**src/rtl/mem_arbiter_pkg.sv**
```systemverilog
// Shared types and constants for the CPU/debug memory arbiter.
package mem_arbiter_pkg;

  localparam int ADDR_W = 8;
  localparam int DATA_W = 8;
  localparam int CNT_W  = 8;

  localparam logic [CNT_W-1:0] CNT_MAX = 8'hFF;

  localparam logic STROBE_ON  = 1'b0;
  localparam logic STROBE_OFF = 1'b1;

  typedef enum logic [1:0] {
    IDLE = 2'd0,
    WAIT = 2'd1,
    DONE = 2'd2
  } arb_state_e;

endpackage

```
**src/rtl/mem_arbiter_starve_cnt.sv**
```systemverilog
// Starvation counter and cpu_hold register for the debug port.
// Only compiled when MEM_ARB_STARVE_HOLD_EN is defined.
`ifdef MEM_ARB_STARVE_HOLD_EN
module mem_arb_starve_cnt
  import mem_arbiter_pkg::*;
#(
  parameter int STARVE_LIMIT = 8
) (
  input  logic clk,
  input  logic rst_n,
  input  logic lost_cycle,
  input  logic grant_done,
  output logic cpu_hold
);

  logic [CNT_W-1:0] cnt_q, cnt_d;
  logic             hold_q, hold_d;

  always_comb begin
    cnt_d  = cnt_q;
    hold_d = hold_q;
    if (grant_done) begin
      cnt_d  = '0;
      hold_d = 1'b0;
    end else if (lost_cycle) begin
      if (cnt_q != CNT_MAX) cnt_d = cnt_q + 1'b1;
      if (cnt_d == CNT_W'(STARVE_LIMIT)) hold_d = 1'b1;
    end
  end

  always_ff @(posedge clk or negedge rst_n) begin
    if (!rst_n) begin
      cnt_q  <= '0;
      hold_q <= 1'b0;
    end else begin
      cnt_q  <= cnt_d;
      hold_q <= hold_d;
    end
  end

  assign cpu_hold = hold_q;

endmodule
`endif

```
**src/rtl/mem_arbiter.sv**
```systemverilog
// Single-port memory arbiter: CPU has absolute priority, debug port waits.
// Optional starvation hold enabled by MEM_ARB_STARVE_HOLD_EN.
module mem_arbiter
  import mem_arbiter_pkg::*;
#(
  parameter int STARVE_LIMIT = 8
) (
  input  logic              clk,
  input  logic              rst_n,
  input  logic              cpu_r_n,
  input  logic              cpu_w_n,
  input  logic [ADDR_W-1:0] cpu_addr,
  input  logic [DATA_W-1:0] cpu_wdata,
  output logic [DATA_W-1:0] cpu_rdata,
  input  logic              dbg_req,
  input  logic              dbg_we,
  input  logic [ADDR_W-1:0] dbg_addr,
  input  logic [DATA_W-1:0] dbg_wdata,
  output logic              dbg_ack,
  output logic [DATA_W-1:0] dbg_rdata,
  output logic              mem_r_n,
  output logic              mem_w_n,
  output logic [ADDR_W-1:0] mem_addr,
  output logic [DATA_W-1:0] mem_wdata,
  input  logic [DATA_W-1:0] mem_rdata,
  output logic              cpu_hold,
  output logic              proto_err
);

  if (STARVE_LIMIT < 1 || STARVE_LIMIT > 255) begin : g_bad_starve_limit
    $error("mem_arbiter: STARVE_LIMIT must be in 1..255");
  end

  arb_state_e        state_q, state_d;
  logic              dbg_we_q, dbg_we_d;
  logic [ADDR_W-1:0] dbg_addr_q, dbg_addr_d;
  logic [DATA_W-1:0] dbg_wdata_q, dbg_wdata_d;
  logic              dbg_ack_q, dbg_ack_d;
  logic [DATA_W-1:0] dbg_rdata_q, dbg_rdata_d;
  logic              proto_err_q, proto_err_d;

  logic cpu_active;
  assign cpu_active = (cpu_r_n == STROBE_ON) || (cpu_w_n == STROBE_ON);

  // Memory port mux; reset forces the strobes off even if the CPU is active.
  always_comb begin
    mem_r_n   = STROBE_OFF;
    mem_w_n   = STROBE_OFF;
    mem_addr  = cpu_addr;
    mem_wdata = cpu_wdata;
    if (rst_n) begin
      if (cpu_active) begin
        mem_r_n = cpu_r_n;
        mem_w_n = cpu_w_n;
      end else if (state_q == WAIT) begin
        mem_addr = dbg_addr_q;
        if (dbg_we_q) begin
          mem_wdata = dbg_wdata_q;
          mem_w_n   = STROBE_ON;
        end else begin
          mem_r_n = STROBE_ON;
        end
      end
    end
  end

  always_comb begin
    state_d     = state_q;
    dbg_we_d    = dbg_we_q;
    dbg_addr_d  = dbg_addr_q;
    dbg_wdata_d = dbg_wdata_q;
    dbg_ack_d   = 1'b0;
    dbg_rdata_d = dbg_rdata_q;
    proto_err_d = proto_err_q | ((cpu_r_n == STROBE_ON) && (cpu_w_n == STROBE_ON));
    case (state_q)
      IDLE: begin
        if (dbg_req) begin
          dbg_we_d    = dbg_we;
          dbg_addr_d  = dbg_addr;
          dbg_wdata_d = dbg_wdata;
          state_d     = WAIT;
        end
      end
      WAIT: begin
        if (!cpu_active) begin
          if (!dbg_we_q) dbg_rdata_d = mem_rdata;
          dbg_ack_d = 1'b1;
          state_d   = DONE;
        end
      end
      DONE:    state_d = IDLE;
      default: state_d = IDLE;
    endcase
  end

  always_ff @(posedge clk or negedge rst_n) begin
    if (!rst_n) begin
      state_q     <= IDLE;
      dbg_we_q    <= 1'b0;
      dbg_addr_q  <= '0;
      dbg_wdata_q <= '0;
      dbg_ack_q   <= 1'b0;
      dbg_rdata_q <= '0;
      proto_err_q <= 1'b0;
    end else begin
      state_q     <= state_d;
      dbg_we_q    <= dbg_we_d;
      dbg_addr_q  <= dbg_addr_d;
      dbg_wdata_q <= dbg_wdata_d;
      dbg_ack_q   <= dbg_ack_d;
      dbg_rdata_q <= dbg_rdata_d;
      proto_err_q <= proto_err_d;
    end
  end

  assign cpu_rdata = mem_rdata;
  assign dbg_ack   = dbg_ack_q;
  assign dbg_rdata = dbg_rdata_q;
  assign proto_err = proto_err_q;

`ifdef MEM_ARB_STARVE_HOLD_EN
  mem_arb_starve_cnt #(
    .STARVE_LIMIT(STARVE_LIMIT)
  ) u_starve_cnt (
    .clk       (clk),
    .rst_n     (rst_n),
    .lost_cycle((state_q == WAIT) && cpu_active),
    .grant_done((state_q == WAIT) && !cpu_active),
    .cpu_hold  (cpu_hold)
  );
`else
  assign cpu_hold = 1'b0;
`endif

endmodule

```
**config.mk**
```make
export PLATFORM = sky130hd
export DESIGN_NAME = mem_arbiter
export DESIGN_NICKNAME = d
export VERILOG_FILES = /design/src/rtl/mem_arbiter_pkg.sv /design/src/rtl/mem_arbiter_starve_cnt.sv /design/src/rtl/mem_arbiter.sv
export SDC_FILE = /design/constraint.sdc
export NUM_CORES = 1
export LEC_CHECK = 0
export ABC_AREA = 1
export CORE_MARGIN = 3
export CORE_UTILIZATION = 25
export CTS_CLUSTER_DIAMETER = 100
export DETAILED_ROUTE_END_ITERATION = 8
export GPL_ROUTABILITY_DRIVEN = 0
export SLEW_MARGIN = 40
export SYNTH_ARGS = -nofsm -noshare
export SYNTH_HDL_FRONTEND = slang
export SYNTH_HIERARCHICAL = 1
export SYNTH_SLANG_ARGS = --single-unit
```
**constraint.sdc**
```tcl
create_clock -name clk -period 1.3 [get_ports clk]
set_clock_uncertainty 0.2 [all_clocks]
set_input_delay 0.26 -clock clk [delete_from_list [all_inputs] [get_ports clk]]
set_output_delay 0.26 -clock clk [all_outputs]
set_load 0.02 [all_outputs]
```
==> out/metrics.yaml <==
sta:
  rsz0062_at_grt: "true"
  setup_viol_count_final: 43
  finalCritPeriodShare: 1.44
  worst_pin_slew_ns: 0.657
  fmax_mhz: 533
  maxSlewHeadroom: 0.562
  final_hold_viol_count: 0
  fin_crit_ns: 1.88
  report.final.slew_viol_count: 0
  setup_ws_ns: -0.577
min_path:
  hold_path.class: "input port to flop"
global_routing:
  antenna_found_initial: 0
  grtUsageTotal: 0.131
  grt_max_degree: 19
  grt_pass1_vias: 1555
  grt-ovfl-total: 0
  grt_pass1_wl_um: 7360
floorplan:
  die_w_um: 83.7
  ios: 83
  core_um2: 5680
  die_area_um2: 7010
  start_util: 0.266
  die-height_um: 83.7
  num_rows: 27
drt:
  routed_via_density: 4.16
  route.detailed.drc: 0
  wirelength_um: 4330
  drtPass1Iterations: 4
  drt-initial-drc-count: 66
  wl_per_cell_um: 11.7
  final_antenna_net_count: 0
  dr_total_vias: 1538
yosys:
  ys_types: 18
  syn-num-nets: 237
  ys_seq_area_frac: 0.481
  syn_area_per_cell_um2: 7.91
  ys_warn_count: 6
  synth_cells: 191
  syn_area_um2: 1510
  synth-seq-cells: 29
placed_design:
  dpl_cell_area_um2: 2570
  port_buffers: 81
  hpwl_um: 3230
pwr:
  total_power_uw: 4330
  power_density_nw_per_um2: 1520
  ir_worst_vdd_mv: 0.582
  p_leak_uw: 0.00144
clocking:
  cts_tree: "yes"
  cts_max_level: 2
  clk_pin_slew_ns: 0.06
  cts-root-buf: "clkbuf_8"
  cts_max_path_buffers: 2
  clock_latency_ns: 0.27
  clock-sinks: 29
  cts_made_buffers: 5
final_layout:
  final_area_um2: 2850
  n_antenna_cell: 0
  nets: 344
  fill_cells: 586
  area_delta_synth_final_pct: 88.6
  drive_gt1_frac: 0.406
setup_path:
  crit_type: "flop to output pin"
  crit_required_ns: 0.84
  worstPathArrival_ns: 1.42
  start_kind: "flop"
  end_kind: "output pin"
  cp_max_fo: 6
run_status:
  outcome: "complete, but fails checks"
  violations: "negative setup slack"
flow_run:
  max_cap_violations: 0
## cells in the mapped netlist
| library cell | count | area share |
|---|---|---|
| buf_2 | 3 | 0.0099 |
| buf_4 | 10 | 0.050 |
| buf_6 | 1 | 0.0075 |
| clkbuf_4 | 1 | 0.0050 |
| clkinv_1 | 1 | 0.0025 |
| conb_1 | 1 | 0.0025 |
| dfrtp_1 | 29 | 0.48 |
| inv_1 | 20 | 0.050 |
| nand2_1 | 72 | 0.18 |
| nand2_2 | 1 | 0.0041 |
| nand2_4 | 1 | 0.0075 |
| nand3_1 | 25 | 0.083 |
| nand3_2 | 1 | 0.0066 |
| nand3_4 | 2 | 0.023 |
| nor2_1 | 1 | 0.0025 |
| nor2_4 | 3 | 0.022 |
| o21ai_0 | 18 | 0.060 |
| o21bai_1 | 1 | 0.0050 |
## critical path: stages (launching register included)
cell and delay (ns):
dfrtp_1 0.41, inv_2 0.07, nand2_2 0.07, nor2_4 0.18, buf_6 0.16, nand3_2 0.08, nand2_2 0.06, buf_6 0.11
## placed cells by master, fill, tap and decap left out, types with 8 or more instances in the layout
master           netlist  layout
dfrtp_1               29      29
nand3_1               25       8
clkdlybuf4s50_1        0      34
buf_6                  1      34
nand2_2                1      19
dlygate4sd2_1          0      10
nand3_2                1      18
nand2_1               72      53
o21ai_0               18      18
buf_4                 10      24
inv_1                 20      18
## worst paths after layout
kind / startpoint / to / slack (ns) / cells after the start
min in group asynchronous: rst_n / dbg_wdata_q[0] / 0.26 / 4
min: mem_rdata[3] / dbg_rdata[3] / 0.18 / 3
min reg2reg: dbg_rdata[7] / dbg_rdata[7] / 0.27 / 2
max in group asynchronous: rst_n / dbg_rdata[5] / 0.22 / 4
max: state_q[1] / mem_addr[3] / -0.58 / 7
max reg2reg: state_q[0] / dbg_wdata_q[2] / -0.16 / 6
## final cells by class
class / count / area (µm²) / share of cell area
repair buffers: 115 / 1130 / 0.397
multi-input cells: 126 / 734 / 0.258
flip-flops and latches: 29 / 726 / 0.255
well taps: 72 / 90.1 / 0.0316
clock buffers: 7 / 86.3 / 0.0303
inverters: 21 / 80.1 / 0.0281
## report_power, final
part	switching [µW]	internal [µW]
sequential	264	1300
combinational	1010	1020
clock	318	419
## sequential cells by signal (all words and copies together), names as in the netlist
name and cells:
dbg_ack 1, dbg_addr_q 8, dbg_rdata 8, dbg_wdata_q 8, dbg_we_q 1, proto_err 1, state_q 2
## cells by family after synthesis
kind of cell	Yosys count	synth area share
AND/OR/NAND/NOR	106	0.328
flip-flops	29	0.481
other	1	0.00248
buffers and inverters	36	0.124
AO/OA/AOI/OAI	19	0.0646
## per-layer routing
metal	global-route usage	vias to the layer above	share of wire
li1	-	802	-
met1	0.147	688	0.41
met2	0.229	43	0.51
met3	0.0355	5	0.061
met4	0.0570	0	0.015
met5	0	-	0
## metrics by stage
stage | setup WS (ns) | TNS (ns) | instances | util | hold slack (ns)
2_1_floorplan | -0.197 | -2.69 | 191 | - | -0.236
3_3_place_gp | -1.11 | -30.16 | 356 | 0.453 | -0.00442
3_5_place_dp | -1.12 | -30.76 | 356 | 0.453 | -0.00146
4_1_cts | -0.579 | -16.32 | 369 | 0.483 | 0.177
5_1_grt | -0.676 | -16.49 | 370 | 0.502 | 0.199
6_report | -0.577 | -12.60 | 370 | 0.502 | 0.180
## repair_timing
| item | 4_1_cts | 5_1_grt |
|---|---|---|
| setup buffers | 2 | 1 |
| gates resized for setup | 214 | 25 |
| setup endpoints to repair | 62 | 64 |
| cloned | 1 | 0 |
| pin swaps | 3 | 1 |
| endpoints found under the hold margin | 29 | 0 |
| hold buffers | 3 | 0 |
(Power assumes the default switching activity.)
==> variant 1, RTL diff (same settings) <==
Encoding of `arb_state_e`: now one-hot (3 bits for 3 states).
--- a/src/rtl/mem_arbiter_pkg.sv
+++ b/src/rtl/mem_arbiter_pkg.sv
@@ -12,6 +12,6 @@
 
-  typedef enum logic [1:0] {
-    IDLE = 2'd0,
-    WAIT = 2'd1,
-    DONE = 2'd2
+  typedef enum logic [2:0] {
+    IDLE = 3'b001,
+    WAIT = 3'b010,
+    DONE = 3'b100
   } arb_state_e;
Behaviour: no difference found for any inputs over 10 cycles, from zero or initial values and one cycle with rst_n low; not proved beyond that.
==> variant 1 against the original RTL <==
The flow still finishes with violations (negative setup slack). Largest power group unchanged. Routed wire length increased by 13%. Worst setup slack got worse by 0.066 ns. Power increased by 2.2%. Area after synthesis increased by 1.7%. Utilization increased by 1.3 points. Final area increased by 3.1%. Critical path type unchanged. Clock power decreased by 5.2%. Sequential cell count increased by 1. Highest routed layer unchanged.
==> variant 1: results (changes against the original RTL) <==
| Metric | Value |
|---|---|
| Setup TNS | -18.37 ns (was -12.60 ns) |
| Instance area at placement | 0.00257 mm2 (about the same) |
| Worst r2r dst | dbg_addr_q[4]$_DFFE_PN0P_ (was dbg_wdata_q[2]$_DFFE_PN0P_) |
| Pint | 2.70 mW (was 2.74 mW) |
| Placed instance count | 360 (was 356) |
| Met3 Use GR | 3.73% (was 3.55%) |
| Sequential cell area share | 25.6% (was 25.5%) |
| GR Util met2 | 24.1% (was 22.9%) |
| Status | finished with violations (unchanged) |
| Mean Syn Cell Area | 7.87 um2 (was 7.91 um2) |
| DR vias/cell | 4.31 (was 4.16) |
| Critical Path AT | 1.48 ns (was 1.42 ns) |
| CTS Sinks | 30 (was 29) |
| Number of signal-net buffers in the layout | 117 (was 115) |
| Fraction of area in multi-input gates | 28.7% (was 25.8%) |
| Maximum VDD drop | 515 uV (was 582 uV) |
| Violations in the final reports | negative setup slack (unchanged) |
| Initial drt markers | 24 (was 66) |
| Flop2flop setup slack | -0.35 ns (was -0.16 ns) |
| Placement Setup Slack | -1.21 ns (was -1.12 ns) |
| First-pass GRT wire length | 8400 um (was 7360 um) |
| Clock-cell share of area | 2.60% (was 3.03%) |
| R2R Path Start | state_q[0]$_DFFE_PN1P_ (was state_q[0]$_DFFE_PN0P_) |
| Met1 GRT Util | 17.8% (was 14.7%) |
| Signal buffers share of area | 38.3% (was 39.7%) |
| Routed length on met3 | 319 um (was 262 um) |
| Total leakage power | 1.48 nW (was 1.44 nW) |
| Filler cells | 584 (was 586) |
| Tot GR Track Use | 14.7% (was 13.1%) |
| Final Setup Violations | 45 (was 43) |
| Wl on met1 | 1980 um (was 1790 um) |
| Per-cell routed wire length | 12.9 um (was 11.7 um) |
| Seq/Total Area, Yosys | 49.0% (was 48.1%) |
| Post-DP HPWL | 3410 um (was 3230 um) |
| Area contributors post-synth | dfrtp_1, nand2_1, buf_4 (was dfrtp_1, nand2_1, nand3_1) |
| Metal2 WL | 2480 um (was 2210 um) |
| Final WS setup | -0.643 ns (was -0.577 ns) |
==> variant 1: cell types whose count changed in the layout (fill, tap and decap cells not counted), moves of 3 or more <==
| cell | change |
|---|---|
| nand4_1 | +8 |
| o21ai_0 | -18 |
| nand3_2 | -18 |
| nand2_2 | +19 |
| nand3_1 | -7 |
| inv_1 | -15 |
| nand2_1 | +18 |
| nand2_4 | +7 |
| buf_4 | +3 |
==> variant 1: power by group through the flow <==
stage	Sequential (mW)	Clock [mW]	Combinational [mW]
3_5_place_dp	1.58	0	1.71
2_1_floorplan	1.66	0	0.810
5_1_grt	1.68	0.761	2.30
3_3_place_gp	1.59	0	1.67
4_1_cts	1.58	0.731	1.93
6_report	1.63	0.699	2.10
==> variant 1: worst min path at each step <==
stage,startpoint,to,slack [ns]
6_report,rst_n,dbg_wdata_q[7]$_DFFE_PN0P_,0.07
5_1_grt,rst_n,dbg_wdata_q[1]$_DFFE_PN0P_,0.13
4_1_cts,mem_rdata[1],dbg_rdata[1]$_DFFE_PN0P_,0.14
3_3_place_gp,rst_n,dbg_we_q$_DFFE_PN0P_,0.02
3_5_place_dp,rst_n,dbg_we_q$_DFFE_PN0P_,0.02
2_1_floorplan,rst_n,dbg_ack$_DFF_PN0_,-0.24
==> variant 1: timing repair <==
item | CTS | global route
hold buffers | 2 | 0
endpoints found under the hold margin | 29 | 0
gates resized for setup | 237 | 37
pin swaps | 11 | 17
setup endpoints to repair | 63 | 54
buffers inserted | 7 | 0
cloned | 3 | 0
==> variant 1: critical path, stage by stage, from the launching register on <==
cell and delay, ns:
dfrtp_1 0.42, nor2_4 0.11, nand2_4 0.08, nor2_4 0.13, buf_4 0.16, nand4_1 0.10
nand2_2 0.08, buf_4 0.13
==> variant 2, RTL diff (same settings) <==
Without the edit above. Change the package constant `ADDR_W` from 8 to 6.
--- a/src/rtl/mem_arbiter_pkg.sv
+++ b/src/rtl/mem_arbiter_pkg.sv
@@ -3,3 +3,3 @@
 
-  localparam int ADDR_W = 8;
+  localparam int ADDR_W = 6;
   localparam int DATA_W = 8;
Interface: changed (resized cpu_addr, dbg_addr and mem_addr); port bits go from 83 to 77. No check against the original RTL was run, so the function may have changed too.
==> variant 2 against the original RTL <==
Largest cell class unchanged. The flow still finishes with violations (negative setup slack). Sequential share of layout area up 0.40 points. Global-route usage down 0.30 points. Routed wire length down 6.2%. Worst setup slack better by 0.010 ns. Via count down 5.3%. Utilization about the same. Area after synthesis down 8.9%. Highest routed layer unchanged. Power down 8.7%. Sequential power down 8%. Final area down 8.3%. Cell count down 5.1%. Critical endpoint is now mem_addr[5]. Worst hold slack worse by 0.045 ns. Sequential cell count down 2.
==> variant 2: results (changes against the original RTL) <==
| Metric | Value |
|---|---|
| Clk pwr | 485 uW (was 737 uW) |
| Mean Syn Cell Area | 7.77 um2 (was 7.91 um2) |
| Placed instance count | 337 (was 356) |
| Top post-synthesis cells by count | nand2_1, dfrtp_1, nand3_1, o21ai_1, inv_1 (was nand2_1, dfrtp_1, nand3_1, inv_1, o21ai_0) |
| Pint | 2.47 mW (was 2.74 mW) |
| Setup TNS | -9.41 ns (was -12.60 ns) |
| R2R Path Start | state_q[1]$_DFFE_PN0P_ (was state_q[0]$_DFFE_PN0P_) |
| CTS Buf Count | 3 (was 5) |
| Largest net degree at the start of global routing | 19 (unchanged) |
| Compound-Gate Fraction of Synth Area | 6.37% (was 6.46%) |
| Violations in the final reports | negative setup slack (unchanged) |
| Slew @ Worst Pin | 0.606 ns (was 0.657 ns) |
| Instance area at placement | 0.00237 mm2 (was 0.00257 mm2) |
| Post-DP HPWL | 3050 um (was 3230 um) |
| Tot GR Track Use | 12.8% (was 13.1%) |
| Comb group | roughly 2.0 mW |
| Layout cells sized above 1 | 39.5% (was 40.6%) |
| Per-cell routed wire length | 11.6 um (was 11.7 um) |
| 1st-pass router iterations | 4 (unchanged) |
| Vias in the first global route | 1411 (was 1555) |
| First-pass GRT wire length | 6480 um (was 7360 um) |
| Nets | 324 (was 344) |
| Placement Setup Slack | -1.08 ns (was -1.12 ns) |
| Mux cell area share after synthesis | 0% (unchanged) |
| Htree depth | 1 (was 2) |
| Maximum VDD drop | 608 uV (was 582 uV) |
| Hold crit path type | input pin to asynchronous set/reset pin (was input pin to flip-flop) |
| Post-Syn Nets | 219 (was 237) |
| Final Setup Violations | 24 (was 43) |
| FF-to-FF path depth | 7 (was 6) |
| Port buffer count | 75 (was 81) |
| Worst r2r dst | dbg_rdata[5]$_DFFE_PN0P_ (was dbg_wdata_q[2]$_DFFE_PN0P_) |
| Max FO, Critical Path | 6 (unchanged) |
| Final WS setup | -0.567 ns (was -0.577 ns) |
| Final WL | 4060 um (was 4330 um) |
| Flop2flop setup slack | -0.10 ns (was -0.16 ns) |
| Area contributors post-synth | dfrtp_1, nand2_1, nand3_1 (unchanged) |
| Total leakage power | 1.34 nW (was 1.44 nW) |
| Status | finished with violations (unchanged) |
| Ys async rst share | 100% (unchanged) |
| Initial drt markers | 95 (was 66) |
| Clock Path Buffers | 2 (unchanged) |
| Hold_ws | 0.135 ns (was 0.180 ns) |
| Synth unique cells | 16 (was 18) |
| Xor and xnor fraction of the mapped netlist area | 0% (unchanged) |
| Critical Path AT | about 1.4 ns |
| Worst-path clk slew | 0.10 ns (was 0.06 ns) |
| Worst-Skew Late Latency | 0.27 ns (about the same) |
| P per Cell Area | 1510 mW/mm2 (was 1520 mW/mm2) |
| Initial antenna violation count | 0 (unchanged) |
| Seq/Total Area, Yosys | 49.1% (was 48.1%) |
| DR vias/cell | 4.15 (was 4.16) |
-- variant 2: worst max path at each step --
stage | start | endpoint | slack (ns) | depth (start not counted)
after floorplan | state_q[1]$_DFFE_PN0P_ | mem_wdata[0] | -0.14 | 6
after global placement | cpu_r_n | mem_addr[4] | -1.08 | 7
after detailed placement | cpu_r_n | mem_addr[4] | -1.08 | 7
after CTS | state_q[1]$_DFFE_PN0P_ | mem_wdata[3] | -0.55 | 6
after global routing | state_q[1]$_DFFE_PN0P_ | mem_addr[5] | -0.64 | 7
final | state_q[1]$_DFFE_PN0P_ | mem_addr[5] | -0.57 | 7
-- variant 2: area by class of cell --
type                       instances  area, um2
clock buffer                       4       45.0
timing repair buffer             115       1100
multi-input combinational        116        632
inverter                          19       73.8
sequential                        27        676
fill                             536       2590
tap                               70       87.6
-- variant 2: layer usage --
metal	global-route usage [%]	part of all wire, %	vias up	wire length, um
met5	0	0	-	0
met4	4.56	1.2	0	49
met3	2.24	5.1	4	209
met2	20.5	49	42	2000
met1	17.1	44	659	1800
li1	-	-	752	-
-- variant 2: timing repair --
action / 4_1_cts / 5_1_grt
buffers inserted: 1 / 5
pin swaps: 4 / 1
hold buffers: 3 / 0
hold endpoints to repair: 20 / 0
setup endpoints to repair: 42 / 55
resized for setup: 206 / 28
cloned: 0 / 1
-- variant 2: cells by family (layout without fill, tap and decap cells) --
| group | after synthesis | in the layout |
|---|---|---|
| other | 1 | 1 |
| flip-flops | 27 | 27 |
| AND/OR/NAND/NOR | 98 | 98 |
| AO/OA/AOI/OAI | 17 | 17 |
| buffers and inverters | 34 | 138 |
-- variant 2: worst max-delay path: stages (launching register included) --
cell and delay (ns):
dfrtp_1 0.42, inv_2 0.08, nand2_2 0.07, nor2_4 0.13
buf_6 0.15, nand3_1 0.07, nand2_1 0.09, buf_6 0.12
